[src/rtl/shim_shutdown_fault_monitor_pkg.sv]
// shim_shutdown_pkg
//   Shared constants for the shutdown fault monitor: FSM state encoding
//   (also exported on monitor_state), channel/select/timestamp widths and a
//   saturating increment helper for the optional ARMED-to-fault timestamp.
//   The timestamp feature is enabled by defining SHUTDOWN_TIMESTAMP_EN.
package shim_shutdown_pkg;

    localparam int SHUTDOWN_N_CH  = 8;
    localparam int SHUTDOWN_SEL_W = 3;
    localparam int SHUTDOWN_TS_W  = 32;

    typedef logic [1:0] monitor_state_t;

    localparam logic [1:0] IDLE   = 2'd0;
    localparam logic [1:0] ARMING = 2'd1;
    localparam logic [1:0] ARMED  = 2'd2;
    localparam logic [1:0] FAULT  = 2'd3;

    function automatic logic [SHUTDOWN_TS_W-1:0] ts_sat_inc(input logic [SHUTDOWN_TS_W-1:0] val);
        if (&val) begin
            return val;
        end
        return val + 1'b1;
    endfunction

endpackage

[src/rtl/shim_shutdown_fault_monitor_if.sv]
// shim_shutdown_fault_monitor_if
//   Bundles the scanner-facing and firmware-facing signals of the shutdown
//   fault monitor.
//   slave  : the monitor (consumes controls and sense, drives status)
//   master : the environment (firmware registers + sense scanner)
//   Signals:
//     monitor_en        arm/disarm level
//     fault_mask        per-channel ignore mask
//     fault_ack         one-cycle acknowledge of a latched fault
//     shutdown_sense    sticky per-channel bits from the scanner
//     shutdown_sense_en enable back to the scanner
//     shutdown_req      latched shutdown request
//     fault_irq         one-cycle interrupt on fault entry
//     first_fault_ch    lowest unmasked channel at fault entry
//     fault_vector      accumulated unmasked faulting channels
//     monitor_state     current FSM state
//     fault_timestamp   ARMED-to-fault cycle count (0 unless SHUTDOWN_TIMESTAMP_EN)
interface shim_shutdown_fault_monitor_if;
    import shim_shutdown_pkg::*;

    logic                      monitor_en;
    logic [SHUTDOWN_N_CH-1:0]  fault_mask;
    logic                      fault_ack;
    logic [SHUTDOWN_N_CH-1:0]  shutdown_sense;
    logic                      shutdown_sense_en;
    logic                      shutdown_req;
    logic                      fault_irq;
    logic [SHUTDOWN_SEL_W-1:0] first_fault_ch;
    logic [SHUTDOWN_N_CH-1:0]  fault_vector;
    monitor_state_t            monitor_state;
    logic [SHUTDOWN_TS_W-1:0]  fault_timestamp;

    modport slave (
        input  monitor_en,
        input  fault_mask,
        input  fault_ack,
        input  shutdown_sense,
        output shutdown_sense_en,
        output shutdown_req,
        output fault_irq,
        output first_fault_ch,
        output fault_vector,
        output monitor_state,
        output fault_timestamp
    );

    modport master (
        output monitor_en,
        output fault_mask,
        output fault_ack,
        output shutdown_sense,
        input  shutdown_sense_en,
        input  shutdown_req,
        input  fault_irq,
        input  first_fault_ch,
        input  fault_vector,
        input  monitor_state,
        input  fault_timestamp
    );

endinterface

[src/rtl/shim_shutdown_fault_monitor_enc.sv]
// shim_priority_enc8
//   Combinational lowest-set-index encoder for the 8 shutdown channels.
//   Ports:
//     vec   in  8  channel bits
//     idx   out 3  index of the lowest set bit (0 when none set)
//     valid out 1  any bit set
module shim_priority_enc8
    import shim_shutdown_pkg::*;
(
    input  logic [SHUTDOWN_N_CH-1:0]  vec,
    output logic [SHUTDOWN_SEL_W-1:0] idx,
    output logic                      valid
);

    always_comb begin
        idx   = '0;
        valid = |vec;
        // Walk downward so the lowest set bit is the last one written.
        for (int i = SHUTDOWN_N_CH - 1; i >= 0; i--) begin
            if (vec[i]) begin
                idx = SHUTDOWN_SEL_W'(i);
            end
        end
    end

endmodule

[src/rtl/shim_shutdown_fault_monitor.sv]
// shim_shutdown_fault_monitor
//   Owns the shutdown sense scanner enable and watches its sticky sense
//   vector. Any unmasked channel while ARMED latches a shutdown request,
//   fires a one-cycle interrupt, and records the first faulting channel plus
//   an accumulated fault vector until firmware acknowledges.
//   Optional feature macro: SHUTDOWN_TIMESTAMP_EN (ARMED-to-fault cycle count
//   on fault_timestamp; tied to zero when undefined).
//   Ports:
//     clk  in  system clock, posedge
//     rst  in  asynchronous active-high reset
//     bus  slave modport of shim_shutdown_fault_monitor_if
//   Parameters:
//     ARM_DELAY  cycles sense_en is held low after arming (min 1)
//
//   state  | meaning
//   -------+------------------------------------------------------------
//   IDLE   | disarmed, scanner disabled
//   ARMING | scanner held disabled for ARM_DELAY cycles to clear stickies
//   ARMED  | scanner enabled, watching unmasked channels
//   FAULT  | shutdown requested, accumulating hits until fault_ack
module shim_shutdown_fault_monitor
    import shim_shutdown_pkg::*;
#(
    parameter int unsigned ARM_DELAY = 16
)(
    input  logic                             clk,
    input  logic                             rst,
    shim_shutdown_fault_monitor_if.slave     bus
);

    localparam int ARM_W = (ARM_DELAY > 1) ? $clog2(ARM_DELAY) : 1;
    localparam logic [ARM_W-1:0] ARM_LOAD = ARM_W'(ARM_DELAY - 1);

    monitor_state_t            state;
    monitor_state_t            state_nxt;
    logic [ARM_W-1:0]          arm_cnt;
    logic [SHUTDOWN_N_CH-1:0]  hit;
    logic [SHUTDOWN_SEL_W-1:0] hit_idx;
    logic                      hit_valid;
    logic                      arm_start;
    logic                      fault_entry;

    logic                      sense_en_q;
    logic                      req_q;
    logic                      irq_q;
    logic [SHUTDOWN_SEL_W-1:0] first_q;
    logic [SHUTDOWN_N_CH-1:0]  vector_q;

    // Mask is applied combinationally so a mask change takes effect on the
    // very next decision; it never reaches back into the latched vector.
    assign hit = bus.shutdown_sense & ~bus.fault_mask;

    shim_priority_enc8 u_enc (
        .vec   (hit),
        .idx   (hit_idx),
        .valid (hit_valid)
    );

    always_comb begin
        state_nxt = state;
        case (state)
            IDLE: begin
                if (bus.monitor_en) begin
                    state_nxt = ARMING;
                end
            end
            ARMING: begin
                if (!bus.monitor_en) begin
                    state_nxt = IDLE;
                end else if (arm_cnt == '0) begin
                    state_nxt = ARMED;
                end
            end
            ARMED: begin
                // Disarm wins over a simultaneous hit.
                if (!bus.monitor_en) begin
                    state_nxt = IDLE;
                end else if (hit_valid) begin
                    state_nxt = FAULT;
                end
            end
            FAULT: begin
                if (bus.fault_ack) begin
                    state_nxt = IDLE;
                end
            end
            default: state_nxt = IDLE;
        endcase
    end

    assign arm_start   = (state == IDLE)  && (state_nxt == ARMING);
    assign fault_entry = (state == ARMED) && (state_nxt == FAULT);

    always_ff @(posedge clk or posedge rst) begin
        if (rst) begin
            state      <= IDLE;
            arm_cnt    <= '0;
            sense_en_q <= 1'b0;
            req_q      <= 1'b0;
            irq_q      <= 1'b0;
            first_q    <= '0;
            vector_q   <= '0;
        end else begin
            state <= state_nxt;

            if (arm_start) begin
                arm_cnt <= ARM_LOAD;
            end else if ((state == ARMING) && (arm_cnt != '0)) begin
                arm_cnt <= arm_cnt - 1'b1;
            end

            // Outputs are registered from the next state so they line up
            // with monitor_state in the same cycle.
            sense_en_q <= (state_nxt == ARMED) || (state_nxt == FAULT);
            req_q      <= (state_nxt == FAULT);
            irq_q      <= fault_entry;

            if (arm_start) begin
                vector_q <= '0;
                first_q  <= '0;
            end else if (fault_entry) begin
                vector_q <= hit;
                first_q  <= hit_idx;
            end else if (state == FAULT) begin
                // Keeps accumulating through the ack cycle itself.
                vector_q <= vector_q | hit;
            end
        end
    end

`ifdef SHUTDOWN_TIMESTAMP_EN
    logic [SHUTDOWN_TS_W-1:0] ts_cnt;
    logic [SHUTDOWN_TS_W-1:0] ts_q;

    // ts_cnt holds (ARMED cycles so far - 1); capturing ts_cnt+1 on the
    // transition gives the number of cycles spent in ARMED.
    always_ff @(posedge clk or posedge rst) begin
        if (rst) begin
            ts_cnt <= '0;
            ts_q   <= '0;
        end else begin
            if ((state != ARMED) && (state_nxt == ARMED)) begin
                ts_cnt <= '0;
            end else if (state == ARMED) begin
                ts_cnt <= ts_sat_inc(ts_cnt);
            end

            if (arm_start) begin
                ts_q <= '0;
            end else if (fault_entry) begin
                ts_q <= ts_sat_inc(ts_cnt);
            end
        end
    end

    assign bus.fault_timestamp = ts_q;
`else
    assign bus.fault_timestamp = '0;
`endif

    assign bus.shutdown_sense_en = sense_en_q;
    assign bus.shutdown_req      = req_q;
    assign bus.fault_irq         = irq_q;
    assign bus.first_fault_ch    = first_q;
    assign bus.fault_vector      = vector_q;
    assign bus.monitor_state     = state;

endmodule
[src/flat_wrapper.sv]
// flat-port wrapper written by rule: the top's interface ports become plain ports
module shim_shutdown_fault_monitor_flat import shim_shutdown_pkg::*;
#(
    parameter int unsigned ARM_DELAY = 16
)
  (clk, rst, bus_monitor_en, bus_fault_mask, bus_fault_ack, bus_shutdown_sense, bus_shutdown_sense_en, bus_shutdown_req, bus_fault_irq, bus_first_fault_ch, bus_fault_vector, bus_monitor_state, bus_fault_timestamp);
  shim_shutdown_fault_monitor_if bus_i ();
  input  logic clk;
  input  logic rst;
  input wire logic [$bits(bus_i.monitor_en)-1:0] bus_monitor_en;
  input wire logic [$bits(bus_i.fault_mask)-1:0] bus_fault_mask;
  input wire logic [$bits(bus_i.fault_ack)-1:0] bus_fault_ack;
  input wire logic [$bits(bus_i.shutdown_sense)-1:0] bus_shutdown_sense;
  output wire logic [$bits(bus_i.shutdown_sense_en)-1:0] bus_shutdown_sense_en;
  output wire logic [$bits(bus_i.shutdown_req)-1:0] bus_shutdown_req;
  output wire logic [$bits(bus_i.fault_irq)-1:0] bus_fault_irq;
  output wire logic [$bits(bus_i.first_fault_ch)-1:0] bus_first_fault_ch;
  output wire logic [$bits(bus_i.fault_vector)-1:0] bus_fault_vector;
  output wire logic [$bits(bus_i.monitor_state)-1:0] bus_monitor_state;
  output wire logic [$bits(bus_i.fault_timestamp)-1:0] bus_fault_timestamp;
  assign bus_i.monitor_en = bus_monitor_en;
  assign bus_i.fault_mask = bus_fault_mask;
  assign bus_i.fault_ack = bus_fault_ack;
  assign bus_i.shutdown_sense = bus_shutdown_sense;
  assign bus_shutdown_sense_en = bus_i.shutdown_sense_en;
  assign bus_shutdown_req = bus_i.shutdown_req;
  assign bus_fault_irq = bus_i.fault_irq;
  assign bus_first_fault_ch = bus_i.first_fault_ch;
  assign bus_fault_vector = bus_i.fault_vector;
  assign bus_monitor_state = bus_i.monitor_state;
  assign bus_fault_timestamp = bus_i.fault_timestamp;
  shim_shutdown_fault_monitor #(.ARM_DELAY(ARM_DELAY)) u_core (.clk(clk), .rst(rst), .bus(bus_i));
endmodule
[config.mk]
export PLATFORM = sky130hd
export DESIGN_NAME = shim_shutdown_fault_monitor_flat
export DESIGN_NICKNAME = d
export VERILOG_FILES = /design/src/rtl/shim_shutdown_fault_monitor_pkg.sv /design/src/rtl/shim_shutdown_fault_monitor_if.sv /design/src/rtl/shim_shutdown_fault_monitor_enc.sv /design/src/rtl/shim_shutdown_fault_monitor.sv /design/src/flat_wrapper.sv
export SDC_FILE = /design/constraint.sdc
export NUM_CORES = 1
export LEC_CHECK = 0
export BUFFER_PORTS_ARGS = -buffer_cell sky130_fd_sc_hd__buf_2
export CAP_MARGIN = 20
export CORE_AREA = 3 3 61 63
export CTS_CLUSTER_SIZE = 8
export DETAILED_ROUTE_END_ITERATION = 7
export DIE_AREA = 0 0 64 66
export GPL_TIMING_DRIVEN = 0
export PLACE_DENSITY = 0.74
export SYNTH_ARGS = -nofsm -noshare
export SYNTH_HDL_FRONTEND = slang
export SYNTH_SLANG_ARGS = --single-unit
[constraint.sdc]
create_clock -name clk -period 1.5 [get_ports clk]
set_input_delay 0.225 -clock clk [delete_from_list [all_inputs] [get_ports clk]]
set_output_delay 0.225 -clock clk [all_outputs]
set_load 0.005 [all_outputs]
==> impl_metrics.csv, run 1 <==
group,metric,value,unit
grt,overflow,0,
grt,grt_pass1_wl,4430,µm
timing,finalCritPeriodShare,103,%
floorplan,dieArea,4220,µm²
critical_path,cp_cell_sequence,"inv_2 > ha_4 > or3b_4 > nand2_4 > inv_2 > a221o_1",
clock_network,ctsHoldBuffers,0,
critical_path,crit_fanout,4,
logic_synthesis,synth_seq_cells,19,
place,dp_cells,258,
grt,grt_max_degree,20,
layout,final_common_cell,"buf_4",
drt,drtIter0Drc,19,
logic_synthesis,ys.warnings.count,0,
layout,num_antenna_cells,0,
critical_path,timing.rr.start,"u_core.arm_cnt[0]$_DFFE_PP0P_",
timing,hold-worst-slack,28.7,ps
worst_hold_path,hold_class,"in2async",
outcome,failed_checks,"negative setup slack",
clock_network,clk_latency,300,ps
timing,relSlewSlack,50.8,%
layout,nets,244,
logic_synthesis,async_flop_share,100,%
layout,final_area,1750,µm²
layout,finalNonFillerCells,268,
logic_synthesis,synth_top_area_share,36.2,%
critical_path,r2r_slack,-40,ps
logic_synthesis,synth_top_area_cell,"dfrtp_1",
clock_network,root_buffer,"clkbuf_4",
grt,grt_pass1_vias,1019,
critical_path,end_kind,"flip-flop",
outcome,status,"finished with violations",
drt,drcViolationCount,0,
floorplan,coreArea,3280,µm²
layout,multi_input_area,661,µm²
drt,avgViaCountPerCell,4.09,
critical_path,required,1690,ps
logic_synthesis,syn_area_per_cell,9.01,µm²
logic_synthesis,synthSimpleGateAreaFrac,19.3,%
layout,area_growth,33.3,%
clock_network,h-tree-depth,1,
logic_synthesis,synth_top_family_by_area,"buffers and inverters",
logic_synthesis,synth_edf_count,0,
timing,clock.fmax,649,MHz
grt,antenna_found_initial,0,
timing,hold_viol,0,
layout,seq_area,475,µm²
drt,detail-route-antenna-nets,0,
timing,setup_viol,1,
place,place_area,1680,µm²
timing,report.final.slew_viol_count,0,
drt,routedWlPerCell,10.5,µm
floorplan,start_util,40.0,%
critical_path,path_common_cell,"inv_2",
logic_synthesis,synth_area_leaders,"dfrtp_1, buf_4, a21oi_1, nand2b_1, nand2_1",
logic_synthesis,synthXorXnorAreaFrac,2.00,%
logic_synthesis,synthesis.area,1320,µm²
grt,grt_use_total,13.3,%
layout,final_cell_mix,"buf_4, buf_2, conb_1, dfrtp_1",
critical_path,reg2regPathDepth,6,
critical_path,r2r_end,"u_core.bus.monitor_state[0]$_DFF_PP0_",
floorplan,die_x,64,µm
critical_path,worstSetupStartpointType,"flip-flop",
logic_synthesis,synth_compound_area_share,17.7,%
power,vdd_drop_max,0.000390,V
place,hpwl,2180,µm
timing,worst_pin_slew,737,ps
clock_network,cts_buffers,3,
place,numPortBuffers,35,
place,gp_congestion,0.759,
logic_synthesis,synth_cell_types,39,
layout,fillers,298,
critical_path,critPathBufInv,2,
timing,period_needed,1540,ps
floorplan,die_height,66,µm
logic_synthesis,synth_fa_ha_area_share,0.951,%
timing,rsz0062_at_grt,"true",
critical_path,arrival,1730,ps
drt,num_vias,1095,
timing,setup_ws,-40.2,ps
floorplan,io_pins,68,
logic_synthesis,synth_mux_area_share,0,%
timing,skew,9.31,ps
floorplan,num_rows,21,
critical_path,slowest_stage,"dfrtp_1",
job,max_cap_viol_count,0,
layout,drive_gt1_share,41.9,%
power,leakagePower,0.946,nW
drt,dr.pass1.iters,4,
clock_network,clock_path_buffers,2,
logic_synthesis,synthCells,146,
critical_path,cpPeakStageDelay,410,ps
critical_path,cp_top_family,"simple AND/OR/NAND/NOR gates",
critical_path,critical_path_class,"reg2reg",
power,powerDensity,769,nW/µm²
logic_synthesis,synth-seq-area-share,36.2,%
clock_network,clock-sinks,19,
logic_synthesis,synth_flop_cell,"dfrtp_1",
drt,routed_wl,2810,µm
clock_network,path_clk_slew,120,ps
clock_network,cts_tree,"yes",
-- worst max path at each step --
stage / slack (ps) / to / startpoint / depth (start not counted)
finish: -40 / u_core.bus.monitor_state[0]$_DFF_PP0_ / u_core.arm_cnt[0]$_DFFE_PP0P_ / 6
global route: -90 / u_core.bus.monitor_state[0]$_DFF_PP0_ / u_core.arm_cnt[1]$_DFFE_PP0P_ / 6
CTS: -30 / u_core.bus.monitor_state[0]$_DFF_PP0_ / u_core.arm_cnt[1]$_DFFE_PP0P_ / 6
detailed placement: -50 / u_core.bus.monitor_state[0]$_DFF_PP0_ / u_core.arm_cnt[1]$_DFFE_PP0P_ / 6
global placement: -40 / u_core.bus.monitor_state[0]$_DFF_PP0_ / u_core.arm_cnt[1]$_DFFE_PP0P_ / 6
floorplan: 7 / u_core.bus.monitor_state[0]$_DFF_PP0_ / u_core.arm_cnt[1]$_DFFE_PP0P_ / 6
-- registers in the layout (all words and copies together), names as in the netlist --
signal,cells
u_core.bus.shutdown_req,1
u_core.bus.fault_vector,8
u_core.arm_cnt,4
u_core.bus.first_fault_ch,3
u_core.bus.shutdown_sense_en,1
u_core.bus.fault_irq,1
u_core.bus.monitor_state,1
-- what timing repair did --
item,in CTS,in global routing
setup buffers,3,3
resized for setup,0,5
setup endpoints to repair,1,12
pin swaps,1,2
-- layout make-up --
type	instances	share of cell area, %
multi-input combinational	111	37.7
sequential	19	27.1
buffer	37	15.6
timing repair buffer	41	12.6
tap	46	3.28
inverter	10	2.14
clock buffer	3	1.28
clock inverter	1	0.286
-- logic make-up (layout without fill, tap and decap cells) --
group           Yosys count  count (layout)
fa+ha+maj                 1               1
other cells               1              32
simple gates             41              41
compound gates           34              34
xor+xnor                  3               3
flops                    19              19
buf+inv                  47              92
-- report_power, final --
| part | internal (mW) | leakage [nW] | switching (mW) |
|---|---|---|---|
| Combinational | 0.270 | 0.682 | 0.211 |
| Clock | 0.0992 | 0.0177 | 0.165 |
| Sequential | 0.563 | 0.246 | 0.0410 |
-- synth_stat cells, drive strengths merged (2+ instances only) --
cell type	number
nand3	3
a21oi	11
dfrtp	19
xor2	2
inv	10
o221ai	3
nor2b	8
o21ai	8
nand2	12
buf	36
nor2	3
nand2b	7
nor3	3
a22oi	2
-- metal layers --
layer / track usage, % / wire length, µm / vias to the layer above
met5: 0 / 0 / -
met3: 2.38 / 167 / 2
met2: 23.4 / 1360 / 36
met4: 4.85 / 19 / 0
li1: - / - / 579
met1: 16.2 / 1270 / 478
-- metrics by stage --
step	TNS, ps	setup WS (ps)	power (mW)	util (%)
2_1_floorplan	0	7.14	0.901	-
3_3_place_gp	-41.3	-41.3	0.980	51.0
3_5_place_dp	-50.8	-50.8	0.995	51.0
4_1_cts	-29.3	-29.3	1.32	52.6
5_1_grt	-210	-90.2	1.45	53.4
6_report	-40.2	-40.2	1.35	53.4
(Power assumes the default switching activity.)
==> inputs of run 2 (changes only) <==
Settings changed: CORE_AREA 3 3 61 63 to 3 3 60 62, DIE_AREA 0 0 64 66 to 0 0 63 65, SYNTH_HIERARCHICAL set to 1.
==> impl_metrics.csv, run 2 <==
group,metric,value,unit
logic_synthesis,synthSimpleGateAreaFrac,17.2,%
layout,final_area,1650,µm²
timing,worst_pin_slew,735,ps
place,gp_congestion,0.807,
logic_synthesis,synth_edf_count,0,
logic_synthesis,synth_area_leaders,"dfrtp_1, buf_4, a32o_1, nor2b_1, a22o_1",
drt,num_vias,1022,
logic_synthesis,synthXorXnorAreaFrac,0,%
layout,final_common_cell,"buf_2",
clock_network,root_buffer,"clkbuf_4",
power,powerDensity,649,nW/µm²
timing,setup_viol,0,
logic_synthesis,synth_top_family_by_area,"buffers and inverters",
power,p_int,774,µW
timing,period_needed,1430,ps
clock_network,clk_latency,290,ps
clock_network,ctsHoldBuffers,0,
place,hpwl,1990,µm
power,switchingPower,298,µW
floorplan,coreArea,3080,µm²
floorplan,num_rows,20,
logic_synthesis,yosysMostFrequentCell,"buf_4",
grt,grt_max_degree,20,
layout,area_growth,32.8,%
timing,finalCritPeriodShare,95.4,%
logic_synthesis,syn_area_per_cell,9.88,µm²
logic_synthesis,ys_top_cells_by_count,"buf_4, dfrtp_1, nor2b_1",
critical_path,timing.rr.start,"u_core/arm_cnt[0]$_DFFE_PP0P_",
clock_network,clock-sinks,19,
logic_synthesis,synth_fa_ha_area_share,1.01,%
critical_path,cp_top_family,"simple AND/OR/NAND/NOR gates",
grt,grt_use_total,12.5,%
layout,nets,221,
layout,largest_register_ffs,8,
layout,num_antenna_cells,0,
critical_path,reg2regPathDepth,5,
floorplan,start_util,40.4,%
drt,routed_wl,2600,µm
critical_path,critPathLaunch,"bus_shutdown_sense[5]",
critical_path,critical_path_class,"in2reg",
clock_network,h-tree-depth,1,
logic_synthesis,synthesis.area,1240,µm²
power,power.share.clock,24.2,%
floorplan,io_pins,68,
timing,relSlewSlack,51.0,%
drt,avgViaCountPerCell,4.21,
logic_synthesis,synth_seq_cells,19,
power,leakagePower,0.918,nW
power,p_sw_share,27.8,%
worst_hold_path,hold_class,"in2async",
clock_network,clock_path_buffers,2,
critical_path,path_common_cell,"buf_2",
critical_path,r2r_end,"u_core/arm_cnt[0]$_DFFE_PP0P_",
critical_path,arrival,1620,ps
drt,routedWlPerCell,10.7,µm
floorplan,die_x,63,µm
job,max_cap_viol_count,0,
critical_path,cpPeakStageDelay,310,ps
timing,skew,2.30,ps
floorplan,die_height,65,µm
power,seq_power_share,51.0,%
drt,dr.pass1.iters,4,
critical_path,slowest_stage,"nor4_2",
clock_network,cts_buffers,3,
critical_path,crit_fanout,8,
grt,overflow,0,
drt,drcViolationCount,0,
logic_synthesis,ys.warnings.count,6,
clock_network,path_clk_slew,110,ps
critical_path,worstSetupStartpointType,"primary input",
layout,drive_gt1_share,44.7,%
critical_path,cp-endpoint,"u_core/bus.fault_vector[0]$_DFFE_PP0P_",
clock_network,cts_tree,"yes",
outcome,status,"finished, final reports clean",
drt,detail-route-antenna-nets,0,
logic_synthesis,synth_top_area_share,38.2,%
logic_synthesis,synth-seq-area-share,38.2,%
grt,grt_pass1_wl,4150,µm
logic_synthesis,synthCells,126,
logic_synthesis,synth_compound_area_share,19.8,%
logic_synthesis,synth_cell_types,38,
timing,hold_viol,0,
logic_synthesis,synth_flop_cell,"dfrtp_1",
drt,drtIter0Drc,29,
critical_path,end_kind,"flip-flop",
critical_path,required,1690,ps
power,vdd_drop_max,0.000216,V
floorplan,dieArea,4100,µm²
critical_path,crit_cells,8,
timing,report.final.slew_viol_count,0,
grt,grt_pass1_vias,939,
place,numPortBuffers,35,
power,p_comb_share,24.8,%
logic_synthesis,synth_mux_area_share,0,%
critical_path,r2r_slack,80,ps
critical_path,critPathBufInv,2,
grt,antenna_found_initial,0,
timing,clock.fmax,699,MHz
layout,utilization,53.7,%
place,place_area,1590,µm²
layout,final_cell_mix,"buf_2, buf_4, conb_1, dfrtp_1, nor2b_1",
timing,tns,0,ps
logic_synthesis,synth_top_area_cell,"dfrtp_1",
critical_path,cp_cell_sequence,"buf_2 > nor2b_1 > nor4_2 > nand3_1 > nand2_2 > nand2b_1 > buf_2 > a32o_1",
logic_synthesis,async_flop_share,100,%
run 2: through the flow:
| step | instances | setup WS, ps | hold slack [ps] | total power [mW] |
|---|---|---|---|---|
| 2_1_floorplan | 157 | 16.1 | 176 | 0.741 |
| 3_3_place_gp | 236 | -222 | 380 | 0.789 |
| 3_5_place_dp | 236 | -251 | 387 | 0.793 |
| 4_1_cts | 240 | 37.6 | 58.4 | 1.05 |
| 5_1_grt | 243 | -21.7 | 79.6 | 1.14 |
| 6_report | 243 | 69.2 | 36.9 | 1.07 |
run 2: power by group through the flow:
stage	sequential [mW]	clock (mW)	combinational, mW
final	0.546	0.260	0.266
after global routing	0.549	0.292	0.301
after floorplan	0.557	0	0.185
after detailed placement	0.560	0	0.233
after global placement	0.560	0	0.229
after CTS	0.551	0.267	0.234
run 2: cell families (layout without fill, tap and decap cells):
family          count (synthesis)  after routing
other cells                     1             32
fa+ha+maj                       1              1
buf+inv                        42             84
flops                          19             19
compound gates                 30             30
simple gates                   33             33
run 2: cell type report:
type | instances | area [µm²]
Tap cell | 44 | 55.1
Multi-Input combinational cell | 96 | 604
Clock inverter | 1 | 5.00
Inverter | 5 | 18.8
Sequential cell | 19 | 475
Fill cell | 318 | 1430
Buffer | 37 | 274
Clock buffer | 3 | 22.5
Timing Repair Buffer | 38 | 198
run 2: layer usage:
| layer | vias to the layer above | part of all wire (%) | track usage, % |
|---|---|---|---|
| met5 | - | 0 | 0 |
| met4 | 0 | 0.89 | 4.96 |
| met3 | 2 | 5.0 | 2.08 |
| met2 | 35 | 51 | 21.2 |
| met1 | 462 | 43 | 15.7 |
| li1 | 523 | - | - |
run 2: worst min path at each step:
stage,start,endpoint,slack [ps],depth (start not counted)
global placement,rst,u_core/bus.shutdown_sense_en$_DFF_PP0_,380,2
detailed placement,rst,u_core/bus.shutdown_sense_en$_DFF_PP0_,390,2
global route,rst,u_core/bus.fault_irq$_DFF_PP0_,80,2
finish,rst,u_core/bus.shutdown_sense_en$_DFF_PP0_,40,2
CTS,rst,u_core/arm_cnt[1]$_DFFE_PP0P_,60,2
floorplan,rst,u_core/arm_cnt[0]$_DFFE_PP0P_,180,1
run 2: what timing repair did:
item / CTS / global route
endpoints found under the hold margin: 0 / 0
buffers inserted: 0 / 3
endpoints found under the setup margin: 0 / 11
resized for setup: 0 / 4
